--- src/rtl/mips_pkg.sv ---
// Shared fetch-side definitions: reset PC, PC increment and the fetch FSM encoding.
package mips_pkg;

  localparam logic [31:0] RESET_PC_DEFAULT = 32'h0000_3000;
  localparam logic [31:0] PC_STEP          = 32'd4;

  typedef enum logic [1:0] {
    IDLE = 2'd0,
    WAIT = 2'd1,
    DROP = 2'd2
  } fetch_state_e;

endpackage

--- src/rtl/sync_fifo.sv ---
// Synchronous FIFO with flush; storage is cleared only by reset so the head reads 0 afterwards.
module sync_fifo #(
  parameter int WIDTH = 64,
  parameter int DEPTH = 4
) (
  input  logic                     clk,
  input  logic                     reset,
  input  logic                     flush,
  input  logic                     push,
  input  logic [WIDTH-1:0]         wdata,
  input  logic                     pop,
  output logic [WIDTH-1:0]         rdata,
  output logic [$clog2(DEPTH):0]   count
);

  localparam int AW = $clog2(DEPTH);

  logic [WIDTH-1:0] mem [DEPTH];
  logic [AW-1:0]    rd_ptr;
  logic [AW-1:0]    wr_ptr;

  // Pointers wrap naturally because DEPTH is a power of two.
  always_ff @(posedge clk or posedge reset) begin
    if (reset) begin
      rd_ptr <= '0;
      wr_ptr <= '0;
      count  <= '0;
      for (int i = 0; i < DEPTH; i++) mem[i] <= '0;
    end else if (flush) begin
      rd_ptr <= '0;
      wr_ptr <= '0;
      count  <= '0;
    end else begin
      if (push) begin
        mem[wr_ptr] <= wdata;
        wr_ptr      <= wr_ptr + 1'b1;
      end
      if (pop) rd_ptr <= rd_ptr + 1'b1;
      count <= count + (AW+1)'(push) - (AW+1)'(pop);
    end
  end

  assign rdata = mem[rd_ptr];

endmodule

--- src/rtl/ifu_prefetch.sv ---
// Instruction prefetch: one outstanding word fetch at a time, results queued with their PCs,
// flushed and refetched on a redirect from execute.
module ifu_prefetch
  import mips_pkg::*;
#(
  parameter int          DEPTH    = 4,
  parameter logic [31:0] RESET_PC = RESET_PC_DEFAULT
) (
  input  logic         clk,
  input  logic         reset,
  output logic         mem_req,
  output logic [31:0]  mem_addr,
  input  logic         mem_ack,
  input  logic [31:0]  mem_rdata,
  output logic         instr_valid,
  output logic [31:0]  instr,
  output logic [31:0]  instr_pc,
  input  logic         instr_ready,
  input  logic         redirect,
  input  logic [31:0]  redirect_pc,
  output fetch_state_e fetch_state
);

  localparam int CW = $clog2(DEPTH) + 1;

  // Handshakes: memory transfers on mem_req & mem_ack, and mem_req/mem_addr never change while
  // waiting for the ack; decode transfers on instr_valid & instr_ready. redirect beats both.

  fetch_state_e   state;
  fetch_state_e   state_next;
  logic [31:0]    fetch_pc;
  logic [31:0]    fetch_pc_next;
  logic           mem_req_next;
  logic [31:0]    mem_addr_next;
  logic [31:0]    redirect_target;
  logic           push;
  logic           pop;
  logic [CW-1:0]  count;
  logic [CW-1:0]  count_next;
  logic           room;
  logic [63:0]    head;
  logic           unused_pc_bits;

  assign redirect_target = {redirect_pc[31:2], 2'b00};
  assign unused_pc_bits  = ^redirect_pc[1:0];

  assign push        = (state == WAIT) & mem_ack & ~redirect;
  assign pop         = instr_valid & instr_ready & ~redirect;
  assign count_next  = count + CW'(push) - CW'(pop);
  assign room        = (count_next < CW'(DEPTH));
  assign instr_valid = (count != '0);
  assign instr_pc    = head[63:32];
  assign instr       = head[31:0];
  assign fetch_state = state;

  sync_fifo #(
    .WIDTH (64),
    .DEPTH (DEPTH)
  ) u_fifo (
    .clk   (clk),
    .reset (reset),
    .flush (redirect),
    .push  (push),
    .wdata ({mem_addr, mem_rdata}),
    .pop   (pop),
    .rdata (head),
    .count (count)
  );

  always_ff @(posedge clk or posedge reset) begin
    if (reset) begin
      state    <= IDLE;
      mem_req  <= 1'b0;
      mem_addr <= RESET_PC;
      fetch_pc <= RESET_PC;
    end else begin
      state    <= state_next;
      mem_req  <= mem_req_next;
      mem_addr <= mem_addr_next;
      fetch_pc <= fetch_pc_next;
    end
  end

  always_comb begin
    state_next = state;
    case (state)
      IDLE: if (!redirect && room) state_next = WAIT;
      WAIT: begin
        if (mem_ack)       state_next = (!redirect && room) ? WAIT : IDLE;
        else if (redirect) state_next = DROP;
      end
      DROP: if (mem_ack) state_next = IDLE;
      default: state_next = IDLE;
    endcase
  end

  // A request already on the bus is never withdrawn: only the ack releases mem_req.
  always_comb begin
    mem_req_next  = mem_req;
    mem_addr_next = mem_addr;
    fetch_pc_next = redirect ? redirect_target : fetch_pc;
    case (state)
      IDLE: begin
        if (!redirect && room) begin
          mem_req_next  = 1'b1;
          mem_addr_next = fetch_pc;
        end
      end
      WAIT: begin
        if (mem_ack) begin
          if (!redirect) fetch_pc_next = mem_addr + PC_STEP;
          if (!redirect && room) mem_addr_next = mem_addr + PC_STEP;
          else                   mem_req_next  = 1'b0;
        end
      end
      DROP: if (mem_ack) mem_req_next = 1'b0;
      default: mem_req_next = 1'b0;
    endcase
  end

endmodule

--- config.mk ---
export PLATFORM = sky130hd
export DESIGN_NAME = ifu_prefetch
export DESIGN_NICKNAME = d
export VERILOG_FILES = /design/src/rtl/mips_pkg.sv /design/src/rtl/sync_fifo.sv /design/src/rtl/ifu_prefetch.sv
export SDC_FILE = /design/constraint.sdc
export NUM_CORES = 1
export LEC_CHECK = 0
export CAP_MARGIN = 20
export CORE_ASPECT_RATIO = 2
export CORE_MARGIN = 2
export CORE_UTILIZATION = 61
export DETAILED_ROUTE_END_ITERATION = 8
export PLACE_DENSITY = 0.86
export SYNTH_ARGS = -nofsm -noshare
export SYNTH_HDL_FRONTEND = slang
export SYNTH_SLANG_ARGS = --single-unit
--- constraint.sdc ---
create_clock -name clk -period 29.8 [get_ports clk]
set_clock_uncertainty 0.15 [all_clocks]
set_input_delay 8.94 -clock clk [delete_from_list [all_inputs] [get_ports clk]]
set_output_delay 8.94 -clock clk [all_outputs]
set_load 0.01 [all_outputs]
==> flow_metrics.tcl <==
set metrics [dict create \
    hpwl_um 21300 \
    fin_crit_sh_pct 45.1 \
    rr_startpoint "fetch_state[0]$_DFFE_PP0P_" \
    grt_pass1_wl_um 57700 \
    drv_slew 0 \
    crit_chain "clkdlybuf4s50_1 -> inv_1 -> nor2_2 -> buf_4 -> nand2_2 -> inv_2 -> ha_1 -> inv_1 -> fa_1 -> xor3_2 -> nor3_4 -> o21ai_2 -> buf_8 -> or4_1 -> nand3_1" \
    finalPower_mw 1.76 \
    cts_tree "yes" \
    reg2reg_slack_ns 24.65 \
    synth.top_cell.area_share_pct 52.8 \
    peakVddDrop_mv 0.0769 \
    avgSynthCellArea_um2 13.6 \
    worstSetupStartpointType "primary input" \
    die_w_um 117 \
    synthCells 1135 \
    drcViolationCount 0 \
    overflow 0 \
    max_freq_mhz 74.4 \
    finalCriticalPeriod_ns 13.44 \
    whs_ns 0.336 \
    synth_edf_count 0 \
    cp_data_required_time_ns 30.15 \
    r2r_cells 14 \
    ant_nets 0 \
    finalNetCount 1324 \
    vias 10000 \
    report.final.setup_viol 0 \
    yosysUniqueCellTypes 67 \
    layout-drive-gt1-share_pct 31.0 \
    status "complete, no violations" \
    numCtsBuffers 29 \
    postCtsSetupRepairBufs 0 \
    critPathMaxFanout 25 \
    regArea_um2 8270 \
    max-clock-path-buffers 3 \
    netlist_top_cells_area "dfrtp_1, mux2_2, mux4_2" \
    die_y_um 229 \
    leakage_nw 8.18 \
    port_buffers 166 \
    hold_viol 0 \
    tightest_slew_ns 1.11 \
    clock_latency_ns 0.56 \
    root_buffer "clkbuf_16" \
    antenna_found_initial 0 \
    crit_slowest_cell "clkdlybuf4s50_1" \
    ys_ff_latch 330 \
    syn_to_final_growth_pct 18.1 \
    globalplace.congestion 0.860 \
    start_util_pct 61.8 \
    via_per_inst 6.24 \
    setup_tns_ns 0 \
    crit_arrival_ns 13.79 \
    async_reset_ff_share_pct 100 \
    cp.depth 15 \
    ys.flop_type "dfrtp_1" \
    dieArea_um2 26700 \
    p_int_mw 1.18 \
    maxCapViolCount 0 \
    dr.pass1.iters 5 \
    grt_max_degree 118 \
    power_frac_clock_pct 22.2 \
    crit_path_end "mem_addr[24]$_DFFE_PP0P_" \
    coreArea_um2 25000 \
    worst_path_dominant_cell_family "buffers and inverters" \
    relSlewSlack_pct 25.8 \
    syn_area_um2 15500 \
    ys_seq_area_share_pct 53.4 \
    multi_input_area_um2 6750 \
    crit_buf_inv 6 \
    clk_pin_slew_ns 0.07 \
    syn-num-nets 1212 \
    fill_cells 1663 \
    rows 82 \
    worstSetupPathType "primary input to flop" \
    rr_endpoint "mem_addr[24]$_DFFE_PP0P_" \
    grt_pass1_vias 11000 \
    hold_path_class "flop to flop" \
    cpMostUsedCell "inv_1" \
    cp-end-kind "flop" \
    synth_top_cell_by_area "dfrtp_1" \
    drt_iter0_drc 821 \
    post_cts_resize_count 0 \
    grt.total_usage_pct 27.5 \
    yosysWarnings 0 \
    htree_num_levels 1 \
    boundaryPins 169 \
    diodes 0 \
    wl_per_cell_um 22.0 \
    swShare_pct 32.9 \
    stdcell_count 1603 \
    rsz0062_at_grt "false" \
    cts_hold_buf 0 \
    crit_path_start "mem_ack" \
    p_comb_share_pct 37.9 \
    clock-sinks 330 \
    p_per_area_nw_per_um2 96.6 \
    crit_path_max_incr_delay_ns 0.84 \
    power_frac_seq_pct 40.0 \
    dp.cells 1550 \
    p_sw_mw 0.580 \
    routed_wl_um 35300 \
]
placed cells by master (no fill, tap or decap), types with 6 or more instances in the layout:
cell,n
dfrtp_1,324
mux2_2,241
clkdlybuf4s50_1,165
nand2_1,67
mux4_2,64
a21oi_1,36
nor2_1,35
o21ai_0,33
clkbuf_16,29
mux2_1,17
and3_1,16
xor2_1,16
nand3_1,15
a2bb2oi_1,13
xnor2_1,11
o221ai_1,11
nand4_1,11
nor3_1,10
o22ai_1,10
buf_4,9
inv_1,7
a21o_1,7
ha_1,7
clkinv_2,6
power groups by stage:
stage               registers, mW  clock network (mW)  logic (mW)
floorplan                   0.642                   0       0.451
global placement            0.698                   0       0.645
detailed placement          0.710                   0       0.667
CTS                         0.703               0.398       0.672
global route                0.724               0.415       0.717
finish                      0.705               0.391       0.668
metal layers:
layer / GRT usage, % / wire [um]
met5: 0 / 0
met4: 10.1 / 1020
met3: 3.68 / 1770
met2: 48.8 / 19200
met1: 33.9 / 13400
worst reg2reg max path: stages, from the launching register on:
cell,delay [ns]
dfrtp_1,0.58
nand2b_1,0.54
nor2_2,0.23
buf_4,0.32
nand2_2,0.37
inv_2,0.34
ha_1,0.20
inv_1,0.05
fa_1,0.36
xor3_2,0.29
nor3_4,0.51
o21ai_2,0.38
buf_8,0.26
or4_1,0.40
nand3_1,0.10
metrics by stage:
stage                     area [um2]  utilization (%)  worst slack, ns
after floorplan                15500                -            11.58
after global placement         17200             68.7            15.94
after detailed placement       17200             68.8            15.85
after CTS                      18200             72.7            16.45
after global routing           18300             72.9            16.14
final                          18300             72.9            16.36
layout make-up:
type	instances	share of cell area, %
Clock inverter	12	0.912
Multi-Input combinational cell	699	37.0
Tap cell	336	2.30
Clock buffer	39	4.45
Inverter	9	0.226
Sequential cell	330	45.3
Timing Repair Buffer	178	9.83
worst min path at each step:
stage | endpoint | depth (start not counted) | start | slack (ns)
detailed placement | u_fifo.mem[51]$_DFFE_PP0P_ | 1 | u_fifo.mem[51]$_DFFE_PP0P_ | 0.33
global route | u_fifo.mem[44]$_DFFE_PP0P_ | 1 | u_fifo.mem[44]$_DFFE_PP0P_ | 0.35
CTS | u_fifo.mem[51]$_DFFE_PP0P_ | 1 | u_fifo.mem[51]$_DFFE_PP0P_ | 0.34
global placement | u_fifo.mem[162]$_DFFE_PP0P_ | 1 | u_fifo.mem[162]$_DFFE_PP0P_ | 0.32
floorplan | u_fifo.mem[162]$_DFFE_PP0P_ | 1 | u_fifo.mem[162]$_DFFE_PP0P_ | 0.31
finish | u_fifo.mem[51]$_DFFE_PP0P_ | 1 | u_fifo.mem[51]$_DFFE_PP0P_ | 0.34
cell families (layout without fill, tap and decap cells):
kind of cell             count (synthesis)  after routing  synth area share [%]
multiplexers                           324            324                  28.2
XOR/XNOR                                28             28                  1.69
AO/OA/AOI/OAI                          142            142                  6.00
AND/OR/NAND/NOR                        197            197                  6.86
buffers and inverters                  106            238                  3.07
flip-flops                             330            330                  53.4
adder cells (fa/ha/maj)                  8              8                 0.696
sequential cells by signal, summed over array words and instances, names as in the netlist:
name / count
u_fifo.rd_ptr: 2
mem_addr: 32
fetch_state: 2
mem_req: 1
fetch_pc: 32
u_fifo.wr_ptr: 2
u_fifo.mem: 256
u_fifo.count: 3
cell usage after synthesis, types with 3 or more instances:
cell type	count
a31oi_1	5
dfrtp_1	326
o22ai_1	10
xnor2_1	11
o22a_1	3
a311oi_1	4
buf_1	7
or3_1	5
mux4_2	64
a211oi_1	4
nand2_2	5
inv_1	8
dfstp_2	4
o21ai_0	33
a21oi_1	36
clkbuf_2	3
and3_1	16
clkbuf_1	38
nor2b_1	4
mux2_2	241
and4_1	5
nor3_1	10
nor3b_1	3
nor2_1	35
nand2_1	67
xor2_1	16
a2bb2oi_1	13
a21o_1	7
o221ai_1	11
and2_1	4
mux2_1	17
ha_1	7
buf_2	46
nand4_1	11
nand2b_1	3
nand3_1	15
nor4_4	3
No activity file was read; power rests on OpenSTA's default activity.
